<file path="config.mk">
export PLATFORM = sky130hd
export DESIGN_NAME = pong_game_ctrl
export DESIGN_NICKNAME = d
export VERILOG_FILES = /design/src/rtl/pong_game_ctrl.sv
export SDC_FILE = /design/constraint.sdc
export NUM_CORES = 1
export LEC_CHECK = 0
export CAP_MARGIN = 5
export CORE_ASPECT_RATIO = 0.6
export CORE_UTILIZATION = 25
export DETAILED_ROUTE_END_ITERATION = 8
export PLACE_DENSITY_LB_ADDON = 0.15
export SETUP_SLACK_MARGIN = 0.05
export SLEW_MARGIN = 20
export SYNTH_ARGS = -nofsm -noshare
export SYNTH_HDL_FRONTEND = slang
export SYNTH_SLANG_ARGS = --single-unit
</file>
<file path="constraint.sdc">
create_clock -name clk -period 2.2 [get_ports clk]
set_input_delay 0.22 -clock clk [delete_from_list [all_inputs] [get_ports clk]]
set_output_delay 0.22 -clock clk [all_outputs]
set_load 0.01 [all_outputs]
</file>
<file path="src/rtl/pong_game_ctrl.sv">
// Pong game sequencer: IDLE/SERVE/PLAY/POINT/OVER flow, movement tick generation,
// miss detection from the ball x position, score keeping and game-over detection.
module pong_game_ctrl #(
  parameter int TICK_DIV     = 65536,
  parameter int SERVE_CYCLES = 16,
  parameter int LEFT_MISS_X  = 90,
  parameter int RIGHT_MISS_X = 550,
  parameter int WIN_SCORE    = 9
) (
  input  logic       clk,
  input  logic       reset_n,
  input  logic       start,
  input  logic       pause,
  input  logic [9:0] ball_x_pos,
  output logic       tick,
  output logic       ball_load,
  output logic       serve_dir,
  output logic [3:0] score_left,
  output logic [3:0] score_right,
  output logic [2:0] state,
  output logic       game_over
);

  typedef enum logic [2:0] {
    IDLE  = 3'd0,
    SERVE = 3'd1,
    PLAY  = 3'd2,
    POINT = 3'd3,
    OVER  = 3'd4
  } state_e;

  localparam int TW = $clog2(TICK_DIV);
  localparam int SW = (SERVE_CYCLES > 1) ? $clog2(SERVE_CYCLES) : 1;
  localparam logic [TW-1:0] TICK_LAST  = TW'(TICK_DIV - 1);
  localparam logic [SW-1:0] SERVE_LAST = SW'(SERVE_CYCLES - 1);
  localparam logic [9:0]    LEFT_X     = 10'(LEFT_MISS_X);
  localparam logic [9:0]    RIGHT_X    = 10'(RIGHT_MISS_X);
  localparam logic [3:0]    WIN        = 4'(WIN_SCORE);

  state_e        state_q, state_d;
  logic          tick_q, tick_d;
  logic          load_q, load_d;
  logic          dir_q, dir_d;
  logic [3:0]    sl_q, sl_d;
  logic [3:0]    sr_q, sr_d;
  logic          go_q, go_d;
  logic          start_prev_q;
  logic [TW-1:0] tick_cnt_q, tick_cnt_d;
  logic [SW-1:0] serve_cnt_q, serve_cnt_d;
  logic          start_rise, left_miss, right_miss;

  function automatic logic [3:0] sat_inc(input logic [3:0] s);
    return (s >= WIN) ? WIN : s + 4'd1;
  endfunction

  assign start_rise = start & ~start_prev_q;
  assign left_miss  = (ball_x_pos <= LEFT_X);
  assign right_miss = (ball_x_pos >= RIGHT_X);

  always_comb begin
    state_d     = state_q;
    sl_d        = sl_q;
    sr_d        = sr_q;
    dir_d       = dir_q;
    tick_d      = 1'b0;
    tick_cnt_d  = tick_cnt_q;
    serve_cnt_d = serve_cnt_q;
    case (state_q)
      IDLE, OVER: begin
        if (start_rise) begin
          sl_d    = 4'd0;
          sr_d    = 4'd0;
          dir_d   = 1'b1;
          state_d = SERVE;
        end
      end
      SERVE: begin
        if (serve_cnt_q == SERVE_LAST) begin
          serve_cnt_d = '0;
          state_d     = PLAY;
        end else begin
          serve_cnt_d = serve_cnt_q + 1'b1;
        end
      end
      PLAY: begin
        // A miss leaves PLAY, so it takes priority over a tick that would land in POINT.
        if (!pause) begin
          if (left_miss) begin
            sr_d       = sat_inc(sr_q);
            dir_d      = 1'b0;
            state_d    = POINT;
            tick_cnt_d = '0;
          end else if (right_miss) begin
            sl_d       = sat_inc(sl_q);
            dir_d      = 1'b1;
            state_d    = POINT;
            tick_cnt_d = '0;
          end else if (tick_cnt_q == TICK_LAST) begin
            tick_cnt_d = '0;
            tick_d     = 1'b1;
          end else begin
            tick_cnt_d = tick_cnt_q + 1'b1;
          end
        end
      end
      POINT: begin
        state_d = (sl_q == WIN || sr_q == WIN) ? OVER : SERVE;
      end
      default: state_d = IDLE;
    endcase
    load_d = (state_d == SERVE) && (state_q != SERVE);
    go_d   = (state_d == OVER);
  end

  always_ff @(posedge clk or negedge reset_n) begin
    if (!reset_n) begin
      state_q      <= IDLE;
      tick_q       <= 1'b0;
      load_q       <= 1'b0;
      dir_q        <= 1'b1;
      sl_q         <= 4'd0;
      sr_q         <= 4'd0;
      go_q         <= 1'b0;
      start_prev_q <= 1'b0;
      tick_cnt_q   <= '0;
      serve_cnt_q  <= '0;
    end else begin
      state_q      <= state_d;
      tick_q       <= tick_d;
      load_q       <= load_d;
      dir_q        <= dir_d;
      sl_q         <= sl_d;
      sr_q         <= sr_d;
      go_q         <= go_d;
      start_prev_q <= start;
      tick_cnt_q   <= tick_cnt_d;
      serve_cnt_q  <= serve_cnt_d;
    end
  end

  assign state       = state_q;
  assign tick        = tick_q;
  assign ball_load   = load_q;
  assign serve_dir   = dir_q;
  assign score_left  = sl_q;
  assign score_right = sr_q;
  assign game_over   = go_q;

endmodule

</file>
## Word level (Yosys, flattened, before mapping)

Index checks and enable logic that the tools add are counted.

| operators by class | value |
|---|---|
| equal/unequal tests | 17 |
| magnitude comparators | 4 |
| reductions and logical operators | 9 |
| bitwise gates (word level) | 3 |
| mux-type cells | 31 |
| $add $sub $neg | 4 |

Operators with widths:

| operator | count |
|---|---|
| $mux W16 | 3 |
| $mux W4 | 9 |
| $mux W3 | 6 |
| $add A16 B1 Y16 const B | 1 |
| $eq A16 B16 Y1 const B | 1 |
| $pmux W4 S2 | 2 |
| $add A4 B1 Y4 const B | 3 |
| $eq A4 B4 Y1 const B | 3 |
| $pmux W3 S4 | 1 |
| $ge A10 B10 Y1 const B | 1 |
| $le A10 B7 Y1 const B | 1 |
| $ne A2 B2 Y1 const B | 5 |
| $mux W1 | 9 |
| $ge A4 B4 Y1 const B | 2 |
| $reduce_and A4 Y1 | 2 |
| $eq A3 B1 Y1 const B | 2 |
| $eq A3 B2 Y1 const B | 2 |
| $eq A3 B3 Y1 const B | 2 |
| $reduce_and A5 Y1 | 1 |
| $logic_not A3 Y1 | 1 |
| $ne A3 B1 Y1 const B | 1 |
| $ne A3 B3 Y1 const B | 1 |
| $not A1 Y1 | 2 |
| $pmux W1 S2 | 1 |
| other kinds (6) | 6 |

| word-level totals | value |
|---|---|
| bits of input ports | 14 |
| register bits | 36 |
| logic and storage cells | 78 |
| output and inout port bits | 15 |

## Logic depth before layout (Yosys ltp)

Gate-level depths: netlist of run 1.

| logic depth | value |
|---|---|
| word-level depth | 7 |
| gate-level depth with buffers | 7 |
| gate-level depth less buffers | 7 |

## Least setup slack after synthesis of run 1

No wires, ideal clock.

| timing path | value |
|---|---|
| kind | register to register |
| from | register tick_cnt_q[0] |
| to | register tick_cnt_q[13] |
| data required time | 2.068 ns |
| clock period less this slack | 1.726 ns |
| library setup time | 0.132 ns |
| arrival time | 1.595 ns |
| cell stages (with the launch flop) | 8 |
| setup slack | 0.474 ns |
| buffers on the path | 1 |
| cell sequence | dfrtp_1 ha_1 nand3_1 nor4_4 a22oi_2 buf_2 o211ai_1 o211ai_2 |

| on the way | value |
|---|---|
| longest elaborated chain between the ends | 4 |
| elaborated cells between the ends (all ways) | 5 |
| classes of those cells | add/sub: 1; eq/ne: 1; mux: 3 |

RTL lines:

| what | line | source |
|---|---|---|
| start: declaration | 48 | `logic [TW-1:0] tick_cnt_q, tick_cnt_d;` |
| start signal: assignment | 136 | `tick_cnt_q <= tick_cnt_d;` |
| $add A16 B1 Y16 or $eq A16 B16 Y1 (tied branches) | 102, 98 |  |
| $mux W16 (*) | 98 | `end else if (tick_cnt_q == TICK_LAST) begin` |
| $mux W16 (*) | 93 | `end else if (right_miss) begin` |
| $mux W16 (*) | 88 | `if (left_miss) begin` |

Mark *: on every way between the ends. The rest lies on a longest branch, timed or not.
A chain may end at the register's enable or synchronous reset.

## Worst setup path in the final report of run 1

| timing path | value |
|---|---|
| from | register tick_cnt_q[0] |
| to | register tick_cnt_q[11] |

Same word-level chain as after synthesis.

==> results of run 1 <==
## flip-flops by register name (all words and copies together) (netlist names)
| name | count |
|---|---|
| tick_cnt_q | 16 |
| start_prev_q | 1 |
| ball_load | 1 |
| tick | 1 |
| score_left | 4 |
| score_right | 4 |
| game_over | 1 |
| serve_dir | 1 |
| serve_cnt_q | 4 |
| state | 3 |
## area by class of cell
type	instances	area (sq um)
Multi-Input combinational cell	169	1069
Inverter	18	67.56
Timing Repair Buffer	38	350.3
Clock buffer	7	152.6
Fill cell	840	5269
Tap cell	108	135.1
Sequential cell	36	902.1
## cell usage after synthesis, drive strengths merged (3+ instances only)
cell,instances,area [sq um]
o211ai,5,42.54
buf,3,15.01
nand4,5,46.29
nand2,22,82.58
o31ai,4,30.03
nand2b,6,40.04
clkbuf,4,15.01
dfrtp,35,875.8
and3,5,35.03
o21ai,26,130.1
a21oi,18,93.84
ha,8,100.1
o22ai,3,18.77
inv,18,67.56
nand3b,3,22.52
nor2,17,63.81
nor3,5,25.02
nand3,12,60.06
## placed cells by master, fill, tap and decap left out, types with 2 or more instances in the layout
master           Yosys  final
clkbuf_8             0      2
nand4_1              4      4
a31oi_1              2      2
o211ai_1             4      4
o31ai_1              4      4
and2_1               2      2
o22a_1               2      2
nand2_1             22     22
and3_1               2      2
nand2b_1             5      5
dfrtp_1             35     35
a41oi_1              2      2
nor2_1              17     17
and3_2               3      3
nor2b_1              2      2
clkdlybuf4s50_1      0     27
and4_1               2      2
inv_1               18     18
ha_1                 8      8
o21ai_0             26     26
a21oi_1             17     17
nor3_1               5      5
clkbuf_16            0      5
buf_4                0     10
nand3b_1             3      3
nand3_1             12     12
o22ai_1              3      3
## power groups by stage
stage	registers, uW	logic [uW]	clock network, uW
after detailed placement	881	512	0
after global routing	890	578	791
after CTS	872	513	762
after global placement	884	508	0
after floorplan	872	292	0
final	872	506	730
## kinds of logic after synthesis
group | synth area share
compound gates | 0.2160
xor+xnor | 0.008471
fa+ha+maj | 0.04840
buf+inv | 0.04718
flops | 0.4362
mux | 0.005444
simple gates | 0.2383
## metrics by stage
stage,util,hold slack (ns),total power (uW),instances,cell area [sq um]
2_1_floorplan,-,-0.07559,1165,230,2068
3_3_place_gp,0.3176,0.3957,1392,369,2524
3_5_place_dp,0.3176,0.3974,1394,369,2524
4_1_cts,0.3369,0.1004,2147,376,2676
5_1_grt,0.3369,0.1384,2258,376,2676
6_report,0.3369,0.05325,2107,376,2676
## final timing paths
path / cells after the start / slack [ns] / start / endpoint
min reg2reg: 1 / 0.49 / serve_cnt_q[3] / serve_cnt_q[3]
max: 7 / 0.29 / tick_cnt_q[0] / tick_cnt_q[11]
min: 1 / 0.05 / reset_n / serve_cnt_q[3]
max reg2reg: 7 / 0.29 / tick_cnt_q[0] / tick_cnt_q[11]
max in group asynchronous: 1 / 1.61 / reset_n / tick_cnt_q[4]
min in group clk: 1 / 0.42 / start / start_prev_q
## per-layer routing
metal	vias up	wire (microns)	share of wire
li1	907	-	-
met1	799	3166	0.61
met2	38	1740	0.33
met3	2	272	0.052
met4	0	37	0.0071
met5	-	0	0
## critical path, delay by kind of cell (launching register included)
kind                     cells  cell delay [ns]
AO/OA/AOI/OAI                3             0.38
flip-flops                   1             0.41
buffers and inverters        1             0.22
adder cells (fa/ha/maj)      1             0.22
AND/OR/NAND/NOR              2             0.56
==> results.py, run 1 <==
metrics = {
    "sta": {
        "setup_ws_ns": 0.2910,
        "rsz0062_at_grt": "no",
        "clock_skew_ns": 0.003071,
        "setup_tns_ns": 0,
        "relSlewSlack": 0.4324,
        "hold_violations": 0,
        "slew_violations": 0,
        "max_freq_ghz": 0.5238,
        "min_period_ns": 1.909,
        "finalCritPeriodShare": 0.8677,
        "finalSetupViolCount": 0,
        "worst_pin_slew_ns": 0.8514,
    },
    "final_layout": {
        "antenna_cells": 0,
        "nets": 290,
        "layout-drive-gt1-share": 0.1231,
        "area_delta_synth_final_pct": 29.40,
    },
    "global_routing": {
        "grt_max_degree": 37,
        "grt_pass1_wl_mm": 8.887,
        "grt_pass1_vias": 1659,
        "use_met1": 0.2165,
        "grtUsageTotal": 0.1340,
        "grt_use_met2": 0.1628,
        "busiest_layer": "met1",
        "overflow": 0,
        "antenna_found_initial": 0,
        "grt_use_met3": 0.03616,
    },
    "detailed_routing": {
        "wl_per_cell_microns": 13.87,
        "vias": 1746,
        "drt_iter0_drc": 109,
        "finalWirelength_mm": 5.216,
        "first_pass_iters": 4,
        "vias_per_cell": 4.644,
        "drc": 0,
        "ant_nets": 0,
    },
    "run": {
        "drv_cap": 0,
    },
    "setup_path": {
        "end_kind": "flop",
        "crit_slowest_cell": "dfrtp_1",
        "startpoint_type": "flop",
        "arrival_ns": 2.06,
        "slowest_delay_ns": 0.41,
        "cp_max_fo": 9,
        "required_ns": 2.35,
        "worst-setup-path-type": "flop to flop",
        "crit_chain": "ha_1 -> nand3_1 -> nor4_4 -> a22oi_2 -> buf_4 -> a21oi_1 -> o22ai_1",
    },
    "power": {
        "swShare": 0.2935,
        "p_sw_uw": 618.5,
        "leakagePower_uw": 0.001124,
        "combPwrFrac": 0.240,
        "vdd_drop_max_v": 0.0003581,
        "clockPowerShare": 0.346,
        "p_per_area_nw_per_um2": 787.5,
        "sequentialPowerShare": 0.414,
        "internal-power_uw": 1489,
    },
    "place": {
        "hpwl_mm": 3.883,
        "routabilityCongestion": 0.7451,
        "port_buffers": 28,
        "pre_cts_ws_ns": 0.07699,
    },
    "die": {
        "fp.dieW_microns": 119.4,
        "io_pins": 29,
        "num_rows": 25,
        "die_h_microns": 72.46,
        "core_region_area_sq_um": 7945,
        "start_util": 0.2603,
        "dieArea_sq_um": 8653,
    },
    "clock_tree": {
        "cts_inserted_buffers": 5,
        "clock-sinks": 36,
        "ctsHoldBuffers": 0,
        "htree_levels": 2,
        "path_clk_slew_ns": 0.05,
        "clk_path_buf_depth": 2,
        "cts_resized": 0,
        "clockRootBuffer": "clkbuf_16",
        "postCtsSetupBuffers": 0,
        "cts_tree": "yes",
        "insertion_delay_ns": 0.27,
    },
    "synth": {
        "synth_cells": 230,
        "synth_fp_nets": 252,
        "ys.flop_type": "dfrtp_1",
        "ys_ff_latch": 36,
        "syn_avg_cell_area_sq_um": 8.992,
        "synth.cell_area_sq_um": 2068,
        "yosysSeqAreaShare": 0.4362,
        "synth_cell_types": 48,
        "synth-edff-count": 0,
        "asyncSetResetFlopFracSynth": 1.000,
        "yosysWarnings": 0,
    },
    "worst_hold_path": {
        "hp-class": "input port to async pin",
    },
    "run_status": {
        "status": "finished clean",
    },
}
No activity file was read; power rests on OpenSTA's default activity.
==> inputs of run 2 (changes only) <==
==> constraint.sdc (replaced) <==
create_clock -name clk -period 1.7 [get_ports clk]
set_input_delay 0.17 -clock clk [delete_from_list [all_inputs] [get_ports clk]]
set_output_delay 0.17 -clock clk [all_outputs]
set_load 0.01 [all_outputs]
==> results.py, run 2 (synthesis gave the netlist of run 1 again) <==
metrics = {
    "clock_tree": {
        "clockRootBuffer": "clkbuf_16",
        "cts_inserted_buffers": 5,
        "cts_tree": "yes",
        "clk_path_buf_depth": 2,
        "htree_levels": 2,
        "path_clk_slew_ns": 0.06,
        "clock-sinks": 36,
        "insertion_delay_ns": 0.28,
    },
    "detailed_routing": {
        "ant_nets": 0,
        "first_pass_iters": 4,
        "vias_per_cell": 4.687,
        "drc": 0,
        "drt_iter0_drc": 107,
        "finalWirelength_mm": 6.118,
        "vias": 1945,
        "wl_per_cell_microns": 14.74,
    },
    "power": {
        "leakagePower_uw": 0.001343,
        "vdd_drop_max_v": 0.0003600,
        "p_per_area_nw_per_um2": 925.2,
    },
    "setup_path": {
        "worst-setup-path-type": "flop to flop",
        "crit_chain": "and3_4 -> nand2_4 -> or3_4 -> or3_4 -> o211ai_2",
        "rr_worst_depth": 5,
        "startpoint_type": "flop",
        "end_kind": "flop",
        "ff2ff_setup_slack_ns": 0.05,
        "required_ns": 1.90,
        "r2r-end": "tick_cnt_q[13]",
        "cp_max_fo": 4,
        "crit_slowest_cell": "dfrtp_2",
        "reg2reg_from": "tick_cnt_q[0]",
        "slowest_delay_ns": 0.41,
        "arrival_ns": 1.85,
        "worst_path_most_repeated_cell": "or3_4",
    },
    "place": {
        "port_buffers": 28,
        "pre_cts_ws_ns": -0.3169,
        "hpwl_mm": 4.420,
        "dpl.cell_count": 395,
        "routabilityCongestion": 0.7560,
    },
    "final_layout": {
        "layout_commonest_cell": "buf_4",
        "stdcell_count": 415,
        "largest_register": "tick_cnt_q",
        "antenna_cells": 0,
        "area_delta_synth_final_pct": 50.15,
        "final_cell_mix": "buf_4, dfrtp_1, clkdlybuf4s50_1",
        "layout-drive-gt1-share": 0.3094,
        "largest_reg_flops": 16,
        "nets": 328,
    },
    "global_routing": {
        "overflow": 0,
        "grt_max_degree": 37,
        "antenna_found_initial": 0,
        "grt_pass1_vias": 1796,
        "grtUsageTotal": 0.1522,
        "grt_pass1_wl_mm": 9.991,
    },
    "sta": {
        "setup_ws_ns": 0.05193,
        "relSlewSlack": 0.6718,
        "finalCritPeriodShare": 0.9695,
        "rsz0062_at_grt": "yes",
        "max_freq_ghz": 0.6068,
        "min_period_ns": 1.648,
        "clock_skew_ns": 0.003827,
        "worst_pin_slew_ns": 0.4923,
        "finalSetupViolCount": 0,
        "hold_violations": 0,
        "slew_violations": 0,
    },
    "worst_hold_path": {
        "min_to": "start_prev_q",
        "min_from": "start",
        "min_path_cells": 1,
        "hp-class": "input port to flop",
    },
    "die": {
        "start_util": 0.2603,
        "core_region_area_sq_um": 7945,
        "fp.dieW_microns": 119.4,
        "num_rows": 25,
        "io_pins": 29,
        "die_h_microns": 72.46,
        "dieArea_sq_um": 8653,
    },
    "run": {
        "drv_cap": 0,
    },
    "run_status": {
        "status": "finished clean",
    },
}
[run 2: cell count changes in the layout (fill, tap and decap cells not counted), moves of 5 or more]
cell,before,now
a21oi_1,17,12
buf_4,10,45
o21ai_0,26,20
o21ai_1,0,6
[run 2: metrics by stage]
stage	instance area, sq um	utilization	power [uW]	hold WS, ns	setup TNS, ns
after floorplan	2068	-	1507	-0.1256	0
after global placement	2719	0.3422	1873	0.2640	-3.019
after detailed placement	2719	0.3422	1879	0.2605	-4.733
after CTS	2958	0.3723	2859	0.3718	0
after global routing	3105	0.3909	3063	0.3834	-0.04299
final	3105	0.3909	2873	0.3698	0
[run 2: per-layer routing]
layer,vias up,global-route usage,wire length [microns]
met5,-,0,0
met4,0,0.04167,51
met3,5,0.03538,297
met2,48,0.1957,2346
met1,912,0.2433,3423
li1,980,-,-
[run 2: timing repair]
item                                    CTS  global route
hold endpoints to repair                 35             0
pin swaps                                 9            13
hold buffers                              1             0
gates resized for setup                  16            29
gates cloned                              1             0
endpoints found under the setup margin   14            24
buffers inserted                          3             7
[run 2: worst max-delay path by stage]
| stage | slack (ns) | endpoint | start |
|---|---|---|---|
| 4_1_cts | 0.01 | tick_cnt_q[2] | ball_x_pos[9] |
| 2_1_floorplan | 0.09 | tick_cnt_q[6] | state[0] |
| 3_5_place_dp | -0.32 | ball_load | ball_x_pos[4] |
| 5_1_grt | -0.03 | tick_cnt_q[11] | tick_cnt_q[8] |
| 6_report | 0.05 | tick_cnt_q[13] | tick_cnt_q[0] |
| 3_3_place_gp | -0.26 | ball_load | ball_x_pos[4] |
[run 2: report_power, final]
part / internal, uW / switching (uW)
Clock: 578 / 357
Combinational: 415 / 384
Sequential: 993 / 146
Total: 1990 / 887
[run 2: worst max-delay path, delay by kind of cell, from the launching register on]
family / cells / cell delay [ns]
AOI/OAI and AO/OA: 1 / 0.14
and+or+nand+nor: 4 / 1.03
DFF: 1 / 0.41
[run 2: area by class of cell]
class / count / area, sq um
well taps: 108 / 135.1
inverters: 18 / 67.56
clock buffers: 6 / 138.9
fillers: 824 / 4840
repair buffers: 76 / 659.4
multi-input cells: 169 / 1187
clock inverters: 2 / 10.01
flip-flops and latches: 36 / 907.1
==> inputs of run 3 (changes only) <==
--- a/config.mk
+++ b/config.mk
@@ -5,6 +5,7 @@
 export SDC_FILE = /design/constraint.sdc
 export NUM_CORES = 1
 export LEC_CHECK = 0
+export ABC_CLOCK_PERIOD_IN_PS = 1700
 export CAP_MARGIN = 5
 export CORE_ASPECT_RATIO = 0.6
 export CORE_UTILIZATION = 25
@@ -15,3 +16,4 @@
 export SYNTH_ARGS = -nofsm -noshare
 export SYNTH_HDL_FRONTEND = slang
 export SYNTH_SLANG_ARGS = --single-unit
+export TNS_END_PERCENT = 20
==> results.py, run 3 (synthesis gave the netlist of run 1 again) <==
metrics = {
    "run_status": {
        "status": "finished clean",
    },
    "place": {
        "hpwl_mm": 4.420,
        "pre_cts_ws_ns": -0.3169,
        "postPlaceCellArea_sq_um": 2719,
        "routabilityCongestion": 0.7560,
        "port_buffers": 28,
    },
    "clock_tree": {
        "clock-sinks": 36,
        "insertion_delay_ns": 0.28,
        "clk_path_buf_depth": 2,
        "cts_inserted_buffers": 5,
        "cts_tree": "yes",
        "path_clk_slew_ns": 0.06,
        "htree_levels": 2,
        "clockRootBuffer": "clkbuf_16",
    },
    "power": {
        "combPwrFrac": 0.280,
        "p_per_area_nw_per_um2": 925.7,
        "clockPowerShare": 0.325,
        "leakagePower_uw": 0.001365,
        "vdd_drop_max_v": 0.0003536,
        "p_sw_uw": 889.5,
        "internal-power_uw": 1990,
        "swShare": 0.3089,
        "sequentialPowerShare": 0.396,
    },
    "setup_path": {
        "end_kind": "flop",
        "cp_max_fo": 4,
        "startpoint": "tick_cnt_q[0]",
        "ff2ff_setup_slack_ns": 0.03,
        "startpoint_type": "flop",
        "worst_path_most_repeated_cell": "or3_4",
        "slowest_delay_ns": 0.41,
        "arrival_ns": 1.87,
        "crit_slowest_cell": "dfrtp_2",
        "reg2reg_from": "tick_cnt_q[0]",
        "rr_worst_depth": 5,
        "worst-setup-path-type": "flop to flop",
        "required_ns": 1.90,
        "r2r-end": "tick_cnt_q[13]",
        "crit_chain": "and3_4 -> nand2_4 -> or3_4 -> or3_4 -> o211ai_2",
    },
    "detailed_routing": {
        "first_pass_iters": 4,
        "vias": 1944,
        "drt_iter0_drc": 141,
        "drc": 0,
        "wl_per_cell_microns": 14.96,
        "finalWirelength_mm": 6.178,
        "vias_per_cell": 4.707,
        "ant_nets": 0,
    },
    "sta": {
        "setup_tns_ns": 0,
        "rsz0062_at_grt": "yes",
        "slew_violations": 0,
        "min_period_ns": 1.670,
        "max_freq_ghz": 0.5990,
        "setup_ws_ns": 0.03045,
        "relSlewSlack": 0.6704,
        "finalSetupViolCount": 0,
        "hold_violations": 0,
        "clock_skew_ns": 0.002188,
        "worst_pin_slew_ns": 0.4944,
        "finalCritPeriodShare": 0.9821,
    },
    "final_layout": {
        "layout-drive-gt1-share": 0.3082,
        "largest_reg_flops": 16,
        "area_delta_synth_final_pct": 50.39,
        "largest_register": "tick_cnt_q",
        "layout_commonest_cell": "buf_4",
        "antenna_cells": 0,
        "final_cell_mix": "buf_4, dfrtp_1, clkdlybuf4s50_1",
        "nets": 326,
        "multi_input_area_sq_um": 1202,
        "final_cell_area_sq_um": 3110,
        "fill_cells": 825,
        "regArea_sq_um": 907.1,
    },
    "global_routing": {
        "grt_max_degree": 37,
        "grt_pass1_vias": 1809,
        "grt_use_met2": 0.1957,
        "overflow": 0,
        "grt_pass1_wl_mm": 9.956,
        "grtUsageTotal": 0.1513,
        "busiest_layer": "met1",
        "use_met1": 0.2409,
        "grt_use_met3": 0.03538,
        "antenna_found_initial": 0,
    },
    "worst_hold_path": {
        "min_to": "start_prev_q",
        "min_path_cells": 1,
        "hp-class": "input port to flop",
        "min_from": "start",
    },
    "die": {
        "num_rows": 25,
        "io_pins": 29,
        "fp.dieW_microns": 119.4,
        "die_h_microns": 72.46,
        "start_util": 0.2603,
        "core_region_area_sq_um": 7945,
        "dieArea_sq_um": 8653,
    },
    "run": {
        "drv_cap": 0,
    },
}
[run 3: changes by cell type in the layout (fill, tap and decap cells not counted), sizes merged]
cell,before,now
clkdlybuf4s50,23,21
dlymetal6s2s,4,6
buf,48,46
[run 3: metrics by stage]
step	hold WS (ns)	utilization	instances	power, uW
2_1_floorplan	-0.1256	-	230	1507
3_3_place_gp	0.2640	0.3422	395	1873
3_5_place_dp	0.2605	0.3422	395	1879
4_1_cts	0.3718	0.3706	408	2850
5_1_grt	0.3834	0.3915	413	3068
6_report	0.3679	0.3915	413	2879
[run 3: final cells by class]
type / instances / share of cell area
Clock buffer: 6 / 0.04465
Timing Repair Buffer: 74 / 0.2088
Inverter: 18 / 0.02172
Sequential cell: 36 / 0.2916
Clock inverter: 2 / 0.003218
Tap cell: 108 / 0.04344
Multi-Input combinational cell: 169 / 0.3866
[run 3: metal layers]
layer,vias up,share of wire
met2,37,0.38
met3,4,0.056
li1,976,-
met1,927,0.55
met4,0,0.0078
met5,-,0
[run 3: worst max-delay path by stage]
stage                           endpoint  slack, ns  cells past startpoint
after floorplan            tick_cnt_q[6]       0.09                      7
after global placement         ball_load      -0.26                      6
after detailed placement       ball_load      -0.32                      6
after CTS                  tick_cnt_q[2]       0.01                      7
after global routing      tick_cnt_q[11]      -0.03                      7
final                     tick_cnt_q[13]       0.03                      5
[run 3: timing repair]
action / in CTS / in global routing
hold buffers: 1 / 0
cloned: 1 / 0
gates resized for setup: 10 / 41
hold endpoints to repair: 35 / 0
pin swaps: 7 / 13
setup endpoints to repair: 14 / 24
setup buffers: 3 / 5
[run 3: critical path: cells and delay by family (launching register included)]
kind	cells	cell delay, ns
compound gates	1	0.14
flops	1	0.41
simple gates	4	1.03
[run 3: power groups by stage]
stage,registers (uW),logic [uW],clock network (uW)
floorplan,1130,378,0
global placement,1140,729,0
detailed placement,1140,735,0
CTS,1130,755,965
global route,1160,913,993
finish,1140,805,935
